$ cat src/rtl/mem_stage_lsu.sv
// mem_stage_lsu: MEM stage of the 5-stage RV32I pipeline.
// It drives the word-wide data RAM and performs LB/LH/LW/LBU/LHU/SB/SH/SW.
// It also registers the MEM/WB payload.
//
// Optional feature macro: LSU_RAM_BE_EN
//   defined   -> RAM_BE byte-enable port; sub-word stores finish in a single cycle.
//   undefined -> sub-word stores use a 2-cycle read-modify-write and stall EX.
//
// Ports:
//   CLK, RESET_N             clock (posedge) and async active-low reset
//   EX_*                     EX/MEM payload: valid, load/store flags, funct3,
//                            address / ALU result, store data, rd, regwrite
//   STALL                    upstream must hold EX_* this cycle (combinational)
//   RAM_ADDRESS/DATAIN/WE    data RAM request (combinational, same cycle)
//   RAM_BE                   per-byte write enable (LSU_RAM_BE_EN only)
//   RAM_DATAOUT              registered RAM read data, 1-cycle latency
//   WB_VALID/REGWRITE/RD/DATA  registered MEM/WB payload
//   MISALIGN                 1-cycle pulse for a suppressed misaligned access
module mem_stage_lsu #(
    parameter int unsigned ADDR_W = 10,
    parameter int unsigned XLEN   = 32
) (
    input  logic              CLK,
    input  logic              RESET_N,
    input  logic              EX_VALID,
    input  logic              EX_MEMREAD,
    input  logic              EX_MEMWRITE,
    input  logic [2:0]        EX_FUNCT3,
    input  logic [XLEN-1:0]   EX_ADDR,
    input  logic [XLEN-1:0]   EX_WDATA,
    input  logic [4:0]        EX_RD,
    input  logic              EX_REGWRITE,
    output logic              STALL,
    output logic [ADDR_W-1:0] RAM_ADDRESS,
    output logic [XLEN-1:0]   RAM_DATAIN,
    output logic              RAM_WE,
`ifdef LSU_RAM_BE_EN
    output logic [3:0]        RAM_BE,
`endif
    input  logic [XLEN-1:0]   RAM_DATAOUT,
    output logic              WB_VALID,
    output logic              WB_REGWRITE,
    output logic [4:0]        WB_RD,
    output logic [XLEN-1:0]   WB_DATA,
    output logic              MISALIGN
);

    localparam logic [1:0] IDLE      = 2'd0;
    localparam logic [1:0] LOAD_WAIT = 2'd1;
    localparam logic [1:0] RMW_MERGE = 2'd2;

    localparam logic [1:0] SZ_B = 2'd0;
    localparam logic [1:0] SZ_H = 2'd1;
    localparam logic [1:0] SZ_W = 2'd2;

    // Access size from funct3; undefined encodings fall back to a word access.
    function automatic logic [1:0] acc_size(input logic [2:0] f3, input logic store);
        logic [1:0] sz;
        sz = SZ_W;
        if (store) begin
            if (f3 == 3'b000)      sz = SZ_B;
            else if (f3 == 3'b001) sz = SZ_H;
        end else begin
            if (f3[1:0] == 2'b00)      sz = SZ_B;
            else if (f3[1:0] == 2'b01) sz = SZ_H;
        end
        return sz;
    endfunction

    // Select the addressed lane of a RAM word and sign- or zero-extend it.
    function automatic logic [XLEN-1:0] load_extract(input logic [XLEN-1:0] w,
                                                     input logic [1:0] sz,
                                                     input logic uns,
                                                     input logic [1:0] off);
        logic [7:0]      b;
        logic [15:0]     h;
        logic [XLEN-1:0] r;
        b = 8'(w >> {off, 3'b000});
        h = 16'(w >> {off[1], 4'b0000});
        case (sz)
            SZ_B:    r = uns ? XLEN'(b) : {{(XLEN-8){b[7]}}, b};
            SZ_H:    r = uns ? XLEN'(h) : {{(XLEN-16){h[15]}}, h};
            default: r = w;
        endcase
        return r;
    endfunction

    // Replace the addressed byte/halfword lanes of old with the low store bits.
    function automatic logic [XLEN-1:0] store_merge(input logic [XLEN-1:0] old,
                                                    input logic [XLEN-1:0] wd,
                                                    input logic [1:0] sz,
                                                    input logic [1:0] off);
        logic [XLEN-1:0] mask;
        logic [XLEN-1:0] data;
        case (sz)
            SZ_B: begin
                mask = XLEN'(8'hFF) << {off, 3'b000};
                data = XLEN'(wd[7:0]) << {off, 3'b000};
            end
            SZ_H: begin
                mask = XLEN'(16'hFFFF) << {off[1], 4'b0000};
                data = XLEN'(wd[15:0]) << {off[1], 4'b0000};
            end
            default: begin
                mask = '1;
                data = wd;
            end
        endcase
        return (old & ~mask) | (data & mask);
    endfunction

    logic [1:0]        state, state_nxt;
    logic [1:0]        lat_size;
    logic              lat_uns;
    logic [1:0]        lat_off;
    logic [ADDR_W-1:0] lat_waddr;
    logic [XLEN-1:0]   lat_wdata;
    logic [4:0]        lat_rd;
    logic              lat_regwrite;
    logic              lat_en;

    logic              stall_c, ram_we_c;
    logic              wb_valid_n, wb_regwrite_n, mis_n;
    logic [4:0]        wb_rd_n;
    logic [XLEN-1:0]   wb_data_n;
    logic [1:0]        sz_c;
    logic              misaligned_c;
`ifdef LSU_RAM_BE_EN
    logic [3:0]        ram_be_c;
`endif

    // Decode of the instruction currently presented by EX.
    assign sz_c         = acc_size(EX_FUNCT3, EX_MEMWRITE);
    assign misaligned_c = ((sz_c == SZ_H) && EX_ADDR[0]) ||
                          ((sz_c == SZ_W) && (EX_ADDR[1:0] != 2'b00));

    // Handshake outputs are forced low while reset is asserted.
    assign STALL  = stall_c  & RESET_N;
    assign RAM_WE = ram_we_c & RESET_N;
`ifdef LSU_RAM_BE_EN
    assign RAM_BE = ram_be_c;
`endif

    // Next-state, RAM request and next MEM/WB payload.
    always_comb begin
        state_nxt     = state;
        stall_c       = 1'b0;
        ram_we_c      = 1'b0;
        RAM_ADDRESS   = EX_ADDR[ADDR_W+1:2];
        RAM_DATAIN    = EX_WDATA;
`ifdef LSU_RAM_BE_EN
        ram_be_c      = 4'b1111;
`endif
        wb_valid_n    = 1'b0;
        wb_regwrite_n = 1'b0;
        wb_rd_n       = EX_RD;
        wb_data_n     = EX_ADDR;
        mis_n         = 1'b0;
        lat_en        = 1'b0;

        case (state)
            IDLE: begin
                if (EX_VALID) begin
                    if (EX_MEMREAD || EX_MEMWRITE) begin
                        if (misaligned_c) begin
                            wb_valid_n = 1'b1;
                            mis_n      = 1'b1;
                        end else if (EX_MEMWRITE) begin
                            if (sz_c == SZ_W) begin
                                ram_we_c   = 1'b1;
                                wb_valid_n = 1'b1;
                            end else begin
`ifdef LSU_RAM_BE_EN
                                ram_we_c   = 1'b1;
                                wb_valid_n = 1'b1;
                                if (sz_c == SZ_B) begin
                                    RAM_DATAIN = {4{EX_WDATA[7:0]}};
                                    ram_be_c   = 4'b0001 << EX_ADDR[1:0];
                                end else begin
                                    RAM_DATAIN = {2{EX_WDATA[15:0]}};
                                    ram_be_c   = EX_ADDR[1] ? 4'b1100 : 4'b0011;
                                end
`else
                                stall_c   = 1'b1;
                                lat_en    = 1'b1;
                                state_nxt = RMW_MERGE;
`endif
                            end
                        end else begin
                            stall_c   = 1'b1;
                            lat_en    = 1'b1;
                            state_nxt = LOAD_WAIT;
                        end
                    end else begin
                        wb_valid_n    = 1'b1;
                        wb_regwrite_n = EX_REGWRITE;
                    end
                end
            end
            LOAD_WAIT: begin
                RAM_ADDRESS   = lat_waddr;
                wb_valid_n    = 1'b1;
                wb_regwrite_n = lat_regwrite;
                wb_rd_n       = lat_rd;
                wb_data_n     = load_extract(RAM_DATAOUT, lat_size, lat_uns, lat_off);
                state_nxt     = IDLE;
            end
            RMW_MERGE: begin
                RAM_ADDRESS = lat_waddr;
                RAM_DATAIN  = store_merge(RAM_DATAOUT, lat_wdata, lat_size, lat_off);
                ram_we_c    = 1'b1;
                wb_valid_n  = 1'b1;
                state_nxt   = IDLE;
            end
            default: state_nxt = IDLE;
        endcase
    end

    // State, latched request and MEM/WB registers.
    always_ff @(posedge CLK or negedge RESET_N) begin
        if (!RESET_N) begin
            state        <= IDLE;
            WB_VALID     <= 1'b0;
            WB_REGWRITE  <= 1'b0;
            WB_RD        <= '0;
            WB_DATA      <= '0;
            MISALIGN     <= 1'b0;
            lat_size     <= SZ_W;
            lat_uns      <= 1'b0;
            lat_off      <= '0;
            lat_waddr    <= '0;
            lat_wdata    <= '0;
            lat_rd       <= '0;
            lat_regwrite <= 1'b0;
        end else begin
            state       <= state_nxt;
            WB_VALID    <= wb_valid_n;
            WB_REGWRITE <= wb_regwrite_n;
            WB_RD       <= wb_rd_n;
            WB_DATA     <= wb_data_n;
            MISALIGN    <= mis_n;
            if (lat_en) begin
                lat_size     <= sz_c;
                lat_uns      <= EX_FUNCT3[2];
                lat_off      <= EX_ADDR[1:0];
                lat_waddr    <= EX_ADDR[ADDR_W+1:2];
                lat_wdata    <= EX_WDATA;
                lat_rd       <= EX_RD;
                lat_regwrite <= EX_REGWRITE;
            end
        end
    end

endmodule
$ cat config.mk
export PLATFORM = sky130hd
export DESIGN_NAME = mem_stage_lsu
export DESIGN_NICKNAME = d
export VERILOG_FILES = /design/src/rtl/mem_stage_lsu.sv
export SDC_FILE = /design/constraint.sdc
export NUM_CORES = 1
export LEC_CHECK = 0
export CORE_ASPECT_RATIO = 1.1
export CORE_UTILIZATION = 25
export CTS_CLUSTER_DIAMETER = 100
export DETAILED_ROUTE_END_ITERATION = 16
export PLACE_DENSITY = 0.59
export SETUP_SLACK_MARGIN = 0.2
export SYNTH_ARGS = -nofsm -noshare
export SYNTH_HDL_FRONTEND = slang
export SYNTH_SLANG_ARGS = --single-unit
export TNS_END_PERCENT = 100
$ cat constraint.sdc
create_clock -name CLK -period 2 [get_ports CLK]
set_input_delay 0.3 -clock CLK [delete_from_list [all_inputs] [get_ports CLK]]
set_output_delay 0.3 -clock CLK [all_outputs]
set_load 0.02 [all_outputs]
---- Yosys cells after proc, flatten, opt, wreduce, memory -nomap -nowiden ----
Cells that the tools add are included.
storage, ports and cells
  input port bits ......................... 110
  flip-flop bits (word level) ............. 95
  bits in read-only memories .............. 0
  word-level logic and storage cells ...... 92
  RAM bits ................................ 0
  bits in latches ......................... 0
  memories kept ........................... 0
  output and inout port bits .............. 84
operators by class
  bitwise gates (word level) .............. 6
  multipliers ............................. 0
  add/sub/neg operators ................... 0
  reductions and logical operators ........ 11
  equality and inequality tests ........... 11
  divide/modulo/power cells ............... 0
  order comparisons ....................... 0
  multiplexer cells ....................... 45
  shifts and indexed selects .............. 6
operators with widths
  kind                                                                  count
  32-bit 2-to-1 mux                                                     6
  32-bit one-hot mux with 2 select lines                                3
  32-bit bitwise AND                                                    2
  32-bit inverter                                                       1
  32-bit OR                                                             1
  16-bit by 5-bit left shift with 32-bit output                         1
  16-bit by 5-bit left shift with 32-bit output (first input constant)  1
  8-bit by 5-bit left shift with 32-bit output                          1
  8-bit by 5-bit left shift with 32-bit output (first input constant)   1
  32-bit by 5-bit >> shifter with 16-bit output                         1
  32-bit by 5-bit >> shifter with 8-bit output                          1
  2-bit 2-to-1 mux                                                      11
  1-bit 2-to-1 mux                                                      20
  10-bit 2-to-1 mux                                                     1
  2-bit by 1-bit == test with 1-bit output (second input constant)      4
  2-bit logical NOT                                                     3
  2-bit inequality test (second input constant)                         3
  1-bit one-hot mux with 2 select lines                                 3
  5-bit 2-to-1 mux                                                      1
  2-bit == test (second input constant)                                 2
  4-bit AND reduction                                                   1
  3-bit by 1-bit == test with 1-bit output (second input constant)      1
  3-bit logical NOT                                                     1
  3-bit inequality test (second input constant)                         1
  other kinds (5)                                                       8

---- Logic depth before layout (Yosys ltp) ----
  word-level depth ........................ 12
  mapped depth ............................ 7
  gate-level depth less buffers ........... 6

---- Worst setup path after synthesis ----
Ideal clock, no wire load.
  kind .................................... reg-to-output
  start point ............................. reg lat_size[0]
  end point ............................... out RAM_DATAIN[10]
  data required time ...................... 1.700 ns
  slack ................................... 0.109 ns
  stages on the path, launching flop included .. 6
  buffers on the path ..................... 1
  data arrival time ....................... 1.591 ns
  cell sequence ........................... dfrtp_1 buf_2 or2_2 a21oi_2 a222oi_1 a21oi_1
on the way
  longest elaborated chain between the ends .. 7
  elaborated cells on any way between the ends .. 11
  classes of those cells .................. eq/ne: 1; mux: 5; bitwise: 4; reduce/logical: 1
RTL lines
  what                                                                           RTL line  text
  from (decl)                                                                    113       logic [1:0] lat_size;
  from (signal assigned)                                                         243       lat_size <= sz_c;
  2-bit by 1-bit == test with 1-bit output or 2-bit logical NOT (tied branches)  95        case (sz)
  32-bit one-hot mux with 2 select lines                                         95
  32-bit 2-to-1 mux                                                              161       case (state)
  32-bit inverter                                                                109       return (old & ~mask) | (data & mask);
  32-bit bitwise AND                                                             109
  32-bit OR (*)                                                                  109
  32-bit 2-to-1 mux (*)                                                          161
  to (decl)                                                                      35        output logic [XLEN-1:0] RAM_DATAIN,
Mark *: on every way between the ends. The rest lies on a longest branch, timed or not. The select of a mux whose other input is x is not followed.

---- Worst setup path in the final report ----
  start point ............................. reg lat_size[1]
  end point ............................... out RAM_DATAIN[9]
Same word-level chain as after synthesis.

==> summary.txt <==
Clocking
  • Clk sinks: 95
  • Root Buffer Master: clkbuf_16
  • H-tree depth: 3
  • Clk_lat worst skew: 360 ps
  • CTS buffer count: 9
  • Clock tree from TritonCTS: done
  • Reg clk slew, reported paths: 70 ps
  • Clock Path Buffers: 2

Layout
  • Commonest non-fill, non-tap cells in the layout: clkdlybuf4s50_1, buf_4, dfrtp_1
  • Most common cell after layout, fill and taps aside: clkdlybuf4s50_1
  • P&R area growth vs syn: 98.4%
  • Nets@finish: 988
  • Share of layout cells above drive strength 1: 0.503

STA
  • Worst hold slack: 491 ps
  • Post-route clock period utilization: 1.16
  • Fin crit period: 2330 ps
  • Max Fclk: 429 MHz
  • Rel. slew slack: 0.580
  • Measured slew at the worst slew-check pin: 631 ps
  • Endpoints failing setup: 60
  • Slew Limit Fails: 0
  • RSZ-0062 raised after global routing: yes
  • Worst Skew: 11.2 ps
  • Slack of the critical path: -328 ps
  • Fin. Hold Viols: 0

Worst hold path
  • Worst Hold Class: reg -> reg

Placement
  • Hpwl dp: 16500 um
  • # port buffers: 193
  • Gpl congestion: 0.899

Die
  • Initial Utilization: 0.254
  • Die ar.: 22200 um2
  • I/O pin total: 194
  • FP Rows: 56
  • Total core area: 21300 um2
  • Die width: 142 um
  • Die Y: 156 um

Synthesis
  • YS warnings: 0
  • Unique cell type count in the Yosys netlist: 50
  • Mapped Cells: 521
  • Synth area leader: dfrtp_1
  • Yosys top cell area share: 0.435
  • Syn nets: 635
  • Synth area leaders: dfrtp_1, mux2_1, mux2_2
  • EDFF count, synth: 0
  • Flops & latches, synth: 95
  • Most used DFF post-synth: dfrtp_1
  • Sequential share of the synthesized area: 0.440
  • Post-synth ARST share: 1.00
  • Syn avg cell area: 10.4 um2
  • Mapped Area: 5410 um2

Pwr
  • Leakage: 0.00455 uW
  • Pwr dens: 1580 nW/um2
  • Tot Pwr: 16900 uW
  • Max VDD drop: 0.709 mV

Global routing
  • Pin count of the biggest net entering global routing: 45
  • First-pass GRT wire length: 33700 um
  • Vias in the first global route: 5737
  • Gr usage total: 0.206
  • Grt total ovfl: 0
  • Antenna violations before repair: 1

Route
  • Wire length per cell: 20.7 um
  • DRC: 0
  • First-pass DRT Iterations: 5
  • Wirelength, routed: 24200 um
  • Via count: 5807
  • DR iter-0 viols: 521
  • Vias/cell: 4.96
  • Remaining antenna violation count: 0

Critical path
  • Critical Path AT: 2030 ps
  • Worst Path Required: 1700 ps
  • CP max FO: 8
  • Setup CP Type: reg -> out
  • Startpoint Class: flip-flop
  • Crit. End Element: output pin

Outcome
  • Failing checks: negative setup slack
  • Status: complete, but fails checks

Run
  • # Max-Cap Violations: 0
==> worst max-delay path, stage by stage, from the launching register on <==
cell	delay [ps]
dfstp_2	610
nor2_4	100
buf_6	130
a32o_1	240
a222oi_1	330
a21oi_2	100
buf_6	150
==> through the flow <==
| stage | TNS [ps] | utilization | worst slack [ps] | std cells | instance area [um2] |
|---|---|---|---|---|---|
| 4_1_cts | -7560 | 0.466 | -325 | 1145 | 9920 |
| 2_1_floorplan | 0 | - | 202 | 521 | 5480 |
| 5_1_grt | -14090 | 0.504 | -396 | 1170 | 10700 |
| 3_5_place_dp | -29620 | 0.407 | -454 | 1094 | 8660 |
| 3_3_place_gp | -29510 | 0.407 | -472 | 1094 | 8660 |
| 6_report | -10230 | 0.504 | -328 | 1170 | 10700 |
==> final timing paths <==
check	startpoint	to	slack, ps	cells after the start
max in group asynchronous	RESET_N	lat_off[0]	850	3
max	lat_size[1]	RAM_DATAIN[9]	-330	6
min	lat_regwrite	WB_REGWRITE	490	2
min reg2reg	lat_regwrite	WB_REGWRITE	490	2
min in group asynchronous	RESET_N	lat_wdata[16]	510	3
max reg2reg	lat_off[0]	WB_DATA[21]	-80	8
==> power by group <==
part	total, uW	switching [uW]	internal [uW]
logic	11900	5330	6570
registers	3400	600	2800
clock network	1650	800	846
total	16900	6730	10200
==> area by class of cell <==
class / instances / area [um2]
Fill cell: 1869 / 10600
Timing Repair Buffer: 385 / 3940
Multi-Input combinational cell: 366 / 3710
Sequential cell: 95 / 2380
Tap cell: 290 / 363
Clock buffer: 11 / 233
Inverter: 17 / 68.8
Clock inverter: 5 / 35.0
Antenna cell: 1 / 2.50
==> cell usage after synthesis (14+ instances only) <==
cell,number
a22o_1,16
and3_1,15
mux2_1,39
nor2_1,31
o21ai_0,14
a22oi_1,15
mux2_2,27
o22ai_1,23
clkbuf_1,24
nand2_1,40
dfrtp_1,94
a21oi_1,32
inv_1,16
==> registers in the layout, summed over array words and instances (netlist names), 2 cells and up <==
name,cells
WB_DATA,32
lat_wdata,32
lat_waddr,10
WB_RD,5
lat_rd,5
lat_off,2
lat_size,2
state,2
==> timing repair <==
action                     4_1_cts  5_1_grt
hold buffers                     1        0
pin swaps                       51       25
gates cloned                     5        6
resized for setup              373      126
buffers inserted                29       18
setup endpoints to repair      119      113
hold endpoints to repair        13        0
==> cell families (layout without fill, tap and decap cells) <==
group / Yosys count / after routing / synth area share
flops: 95 / 95 / 0.440
compound gates: 157 / 157 / 0.216
fa+ha+maj: 4 / 4 / 0.00926
buf+inv: 60 / 418 / 0.0544
simple gates: 125 / 125 / 0.115
mux: 80 / 80 / 0.166
other cells: 0 / 1 / 0
==> routing by layer <==
metal	GRT usage	vias to the layer above	share of wire
li1	-	2656	-
met1	0.244	2892	0.40
met2	0.350	208	0.50
met3	0.0447	51	0.060
met4	0.107	0	0.043
met5	0	-	0
Power figures use the tool's default switching activity.
==> patch 1 (config.mk and constraints unchanged) <==
Build with the macro `LSU_RAM_BE_EN` defined.
--- a/src/rtl/mem_stage_lsu.sv
+++ b/src/rtl/mem_stage_lsu.sv
@@ -18,2 +18,4 @@
 //   MISALIGN                 1-cycle pulse for a suppressed misaligned access
+`define LSU_RAM_BE_EN
+
 module mem_stage_lsu #(
Formal check against the unedited RTL (old outputs only; new: RAM_BE): not equivalent (a bounded check fails within 4 cycles, from zero or initial values and one cycle with RESET_N low).
==> patch 1 against the original RTL <==
The run still ends with setup timing left. Wire length down 47%. Die area down 37%. Sequential cell count down 33. Register-to-register slack better by 0.36 ns. Setup slack better by 0.20 ns. Design area down 42%. Via count down 40%. Total power down 73%. Largest power group is now clock. Area after synthesis down 37%. Global-route usage down 2.5 points. Highest routed layer unchanged.
==> patch 1: results (changes against the original RTL) <==
Status
• finished, violations left — outcome
• setup timing — failing checks

STA
• -0.124 ns — final setup margin, +0.204 ns
• -1.08 ns — setup TNS, +9.15 ns
• 19 — final setup vio count, -68%

Placed design
• 715 — Placed Cells, -35%
• 5730 sq um — placed cell areas, -34%
• -0.598 ns — pre-CTS setup slack, -0.144 ns

Critical path
• dfrtp_1 — CP max stage cell
• simple AND/OR/NAND/NOR gates — category of cells accounting for the largest share of critical-path delay
• 7 — CP max FO, -1
• WB_DATA[10] — worst flop-to-flop path endpoint
• 4 — worst r2r path cells, -4

Global route
• 0 — initial antenna violation count, -1
• 19.7 mm — wire length of the first global-routing pass, -41%
• 63 — largest net degree at the start of global routing, +40%
• 18.2% — aggregate global-route resource usage, -2.5 points
• 3709 — number of global-route vias before repair, -35%

Logic synthesis
• 61 x dfrtp_1, 52 x nand2_1, 44 x mux2_2 — Commonest cells post-synth
• 10.3 sq um — Syn Area/Cell, -0.76%
• dfrtp_1 45%, mux2_2 15%, nand2_1 5.7%, a221o_1 4.7%, mux2i_1 4.7% — leading cell types by total area after synthesis
• 441 — Post-Syn Nets, -31%

Layout
• 656 — nets, -34%
• 30.1% — share of cells above drive strength 1, -20 points

Clock tree
• 0.33 ns — insertion delay to the later sink of the worst-skew pair, -0.03 ns
• 0.05 ns — clock transition time at the flip-flop clock pins of the worst setup and hold paths, -0.02 ns

Drt
• 4 — router iterations before antenna repair, -1
• 3492 — total vias in the final route, -40%

Power and ir drop
• 340 uV — Peak VDD IR, -52%
• 2.68 nW — leakage power, -41%

==> patch 1: changes by cell type after synthesis, sizes merged, moves of 12 or more <==
cell	delta
a221o	+16
a22oi	-15
nand2	+12
a22o	-16
mux2	-21
a21oi	-29
clkbuf	-17
dfrtp	-33
inv	-13
nor2	-16
o22ai	-12
==> patch 1: metrics by stage <==
step                      hold WS [ns]  utilization [%]
after floorplan                0.00441                -
after global placement           0.465             43.2
after detailed placement         0.493             43.2
after CTS                        0.261             46.6
after global routing             0.298             47.2
final                            0.221             47.2
==> patch 1: kinds of logic (layout without fill, tap and decap cells) <==
logic type / count (synthesis) / after routing / share of synthesized area, %
AND/OR/NAND/NOR: 104 / 104 / 14.2
flip-flops: 62 / 62 / 45.5
multiplexers: 61 / 61 / 19.7
buffers and inverters: 33 / 253 / 5.10
AO/OA/AOI/OAI: 71 / 71 / 15.5
==> patch 1: what timing repair did <==
| item | 4_1_cts | 5_1_grt |
|---|---|---|
| gates resized for setup | 253 | 24 |
| setup buffers | 1 | 0 |
| gates cloned | 3 | 0 |
| pin swaps | 8 | 11 |
| endpoints found under the setup margin | 59 | 57 |
==> patch 1: routing by layer <==
layer	GRT usage, %	vias up	wire, microns
met5	0	-	0
met4	5.80	0	224
met3	4.62	17	747
met2	31.0	134	6350
met1	22.2	1698	5440
li1	-	1643	-
==> patch 1: power breakdown <==
part / switching [W] / internal [W] / total (W)
Clock: 0.000545 / 0.00112 / 0.00167
Combinational: 0.000648 / 0.000713 / 0.00136
Sequential: 0.000134 / 0.00144 / 0.00157
==> patch 1: worst max-delay path by stage <==
stage          startpoint        endpoint  slack (ns)
3_3_place_gp     EX_VALID  RAM_DATAIN[12]       -0.59
3_5_place_dp     EX_VALID  RAM_DATAIN[13]       -0.60
2_1_floorplan    state[0]  RAM_DATAIN[24]        0.12
5_1_grt          state[0]   RAM_DATAIN[9]       -0.19
4_1_cts          state[0]  RAM_DATAIN[13]       -0.16
6_report         state[0]   RAM_DATAIN[9]       -0.12
==> patch 1: worst reg2reg max path, delay by kind of cell (launching register included) <==
family | cells | cell delay, ns
AOI/OAI and AO/OA | 3 | 0.75
muxes | 1 | 0.29
DFF | 1 | 0.55
==> patch 1: final cells by class <==
type | count | share of cell area [%]
clock inverter | 4 | 1.12
multi-input combinational | 236 | 29.5
sequential | 62 | 24.8
clock buffer | 12 | 3.94
inverter | 4 | 0.240
timing repair buffer | 233 | 36.7
tap | 184 | 3.68
==> patch 2 (same settings) <==
Without the edit above. Take the reset off `WB_DATA` and load it in a clocked block of its own.
--- a/src/rtl/mem_stage_lsu.sv
+++ b/src/rtl/mem_stage_lsu.sv
@@ -225,3 +225,2 @@
             WB_RD        <= '0;
-            WB_DATA      <= '0;
             MISALIGN     <= 1'b0;
@@ -239,3 +238,2 @@
             WB_RD       <= wb_rd_n;
-            WB_DATA     <= wb_data_n;
             MISALIGN    <= mis_n;
@@ -253,2 +251,6 @@
 
+    always_ff @(posedge CLK) begin
+        WB_DATA <= wb_data_n;
+    end
+
 endmodule
Formal check against the unedited RTL: not equivalent (Yosys sat finds a counterexample within 4 cycles, from zero or initial values and one cycle with RESET_N low).
==> patch 2 against the original RTL <==
Largest cell class unchanged. Design area down 6.7%. The run still ends with setup timing left. Wire length fell by 6.0%. Area after synthesis is 3.0% lower. Sequential cell count unchanged. Critical path type unchanged. Critical endpoint is now RAM_DATAIN[14]. Total power shrank 6.8%. Via count is 4.2% lower. Register-to-register slack better by 0.18 ns. Sequential power down 2%. Setup slack improved by 0.056 ns.
==> patch 2: results (changes against the original RTL) <==
STA
• -6.67 ns — setup TNS, +3.55 ns
• -0.273 ns — final setup margin, +0.0558 ns
• 0.00588 ns — worst-case clock skew, -0.00533 ns
• 51.7% — worst-case headroom to the max-slew limit, -6.3 points
• 43 — final setup vio count, -28%

Critical path
• 10 — CP max FO, +2
• 6 — worst r2r path cells, -2
• buffers and inverters — category of cells accounting for the largest share of critical-path delay
• 0.41 ns — slowest stage delay, CP, -0.20 ns
• 1.97 ns — data arrival at the endpoint of the critical path, -0.06 ns
• dfrtp_1 — CP max stage cell

Placed design
• -0.676 ns — pre-CTS setup slack, -0.222 ns
• 8340 sq um — placed cell areas, -3.8%
• 1051 — Placed Cells, -3.9%
• 0.869 — GP Congestion, -3.4%
• 15.5 mm — final HPWL from detailed placement, -6.1%

Logic synthesis
• 51 — post-synthesis cell type count, +2.0%
• 10.1 sq um — Syn Area/Cell, -3.0%
• 0 — count of yosys warnings during synthesis, unchanged
• 42.3% — part of the Yosys area used for sequential elements, -1.7 points
• 22.2% — Compound-Gate Fraction of Synth Area, +0.66 points
• dfrtp_1 30%, dfxtp_1 12%, mux2_1 8.4%, mux2_2 5.8%, a21oi_1 3.1% — leading cell types by total area after synthesis
• 62 x dfrtp_1, 40 x nand2_1, 39 x mux2_1 — Commonest cells post-synth
• 17.1% — mux contribution to synthesized area, +0.51 points
• 0.954% — Post-Synth Adder-Cell Area, +0.028 points
• 66.3% — Post-synth ARST share, -34 points

Status
• setup timing — failing checks
• finished, violations left — outcome

Power and ir drop
• 40.1% — switching share of power, +0.34 points
• 4.21 nW — leakage power, -7.3%
• 67.8% — Comb power frac, -2.4 points
• 603 uV — Peak VDD IR, -15%
• 0.00334 W — power dissipated in sequential cells, -2%
• 0.00633 W — net switching component of the power, -6.0%

Layout
• 1844 — Fillers, -1.3%
• 41.8% — share of cells above drive strength 1, -8.5 points
• 973 — nets, -1.5%

Clock tree
• 11 — post-CTS setup buffer count, -62%
• 0.07 ns — clock transition time at the flip-flop clock pins of the worst setup and hold paths, about the same
• 331 — number of cells upsized or downsized after cts, -11%

Global route
• 5353 — number of global-route vias before repair, -6.7%
• 31.7 mm — wire length of the first global-routing pass, -5.9%

Hold path
• input port to register — worst hold-check path type
• 3 — number of stages on the worst hold path, +1

Drt
• 519 — Starting DRT DRC Count, -0.38%
• 7 — router iterations before antenna repair, +2
• 5561 — total vias in the final route, -4.2%
• 4.96 — Vias/cell, about the same
• 22.7 mm — final routed wirelength across all metal layers, -6.0%

-- patch 2: final timing paths --
kind                       startpoint              to  slack [ns]
max in group asynchronous     RESET_N     lat_size[0]        0.76
min in group asynchronous     RESET_N        WB_RD[3]        0.49
hold / removal             EX_ADDR[1]      lat_off[1]        0.47
hold reg to reg             lat_rd[2]       lat_rd[2]        0.48
setup / recovery           lat_off[1]  RAM_DATAIN[14]       -0.27
setup reg to reg           lat_off[0]     WB_DATA[30]        0.10
-- patch 2: area by class of cell --
class	count	area, sq um	area share, %
Antenna cell	1	2.50	0.0250
Clock buffer	13	272	2.71
Clock inverter	3	25.0	0.250
Inverter	17	68.8	0.688
Multi-Input combinational cell	366	3340	33.4
Sequential cell	95	2220	22.2
Tap cell	256	320	3.20
Timing Repair Buffer	370	3760	37.5
-- patch 2: layer usage --
metal  track usage (%)  vias up  wire (microns)
met3              4.08       40            1340
met2              32.3      213           11100
met1              24.5     2667            9570
met4              8.11        0             736
met5                 0        -               0
li1                  -     2641               -
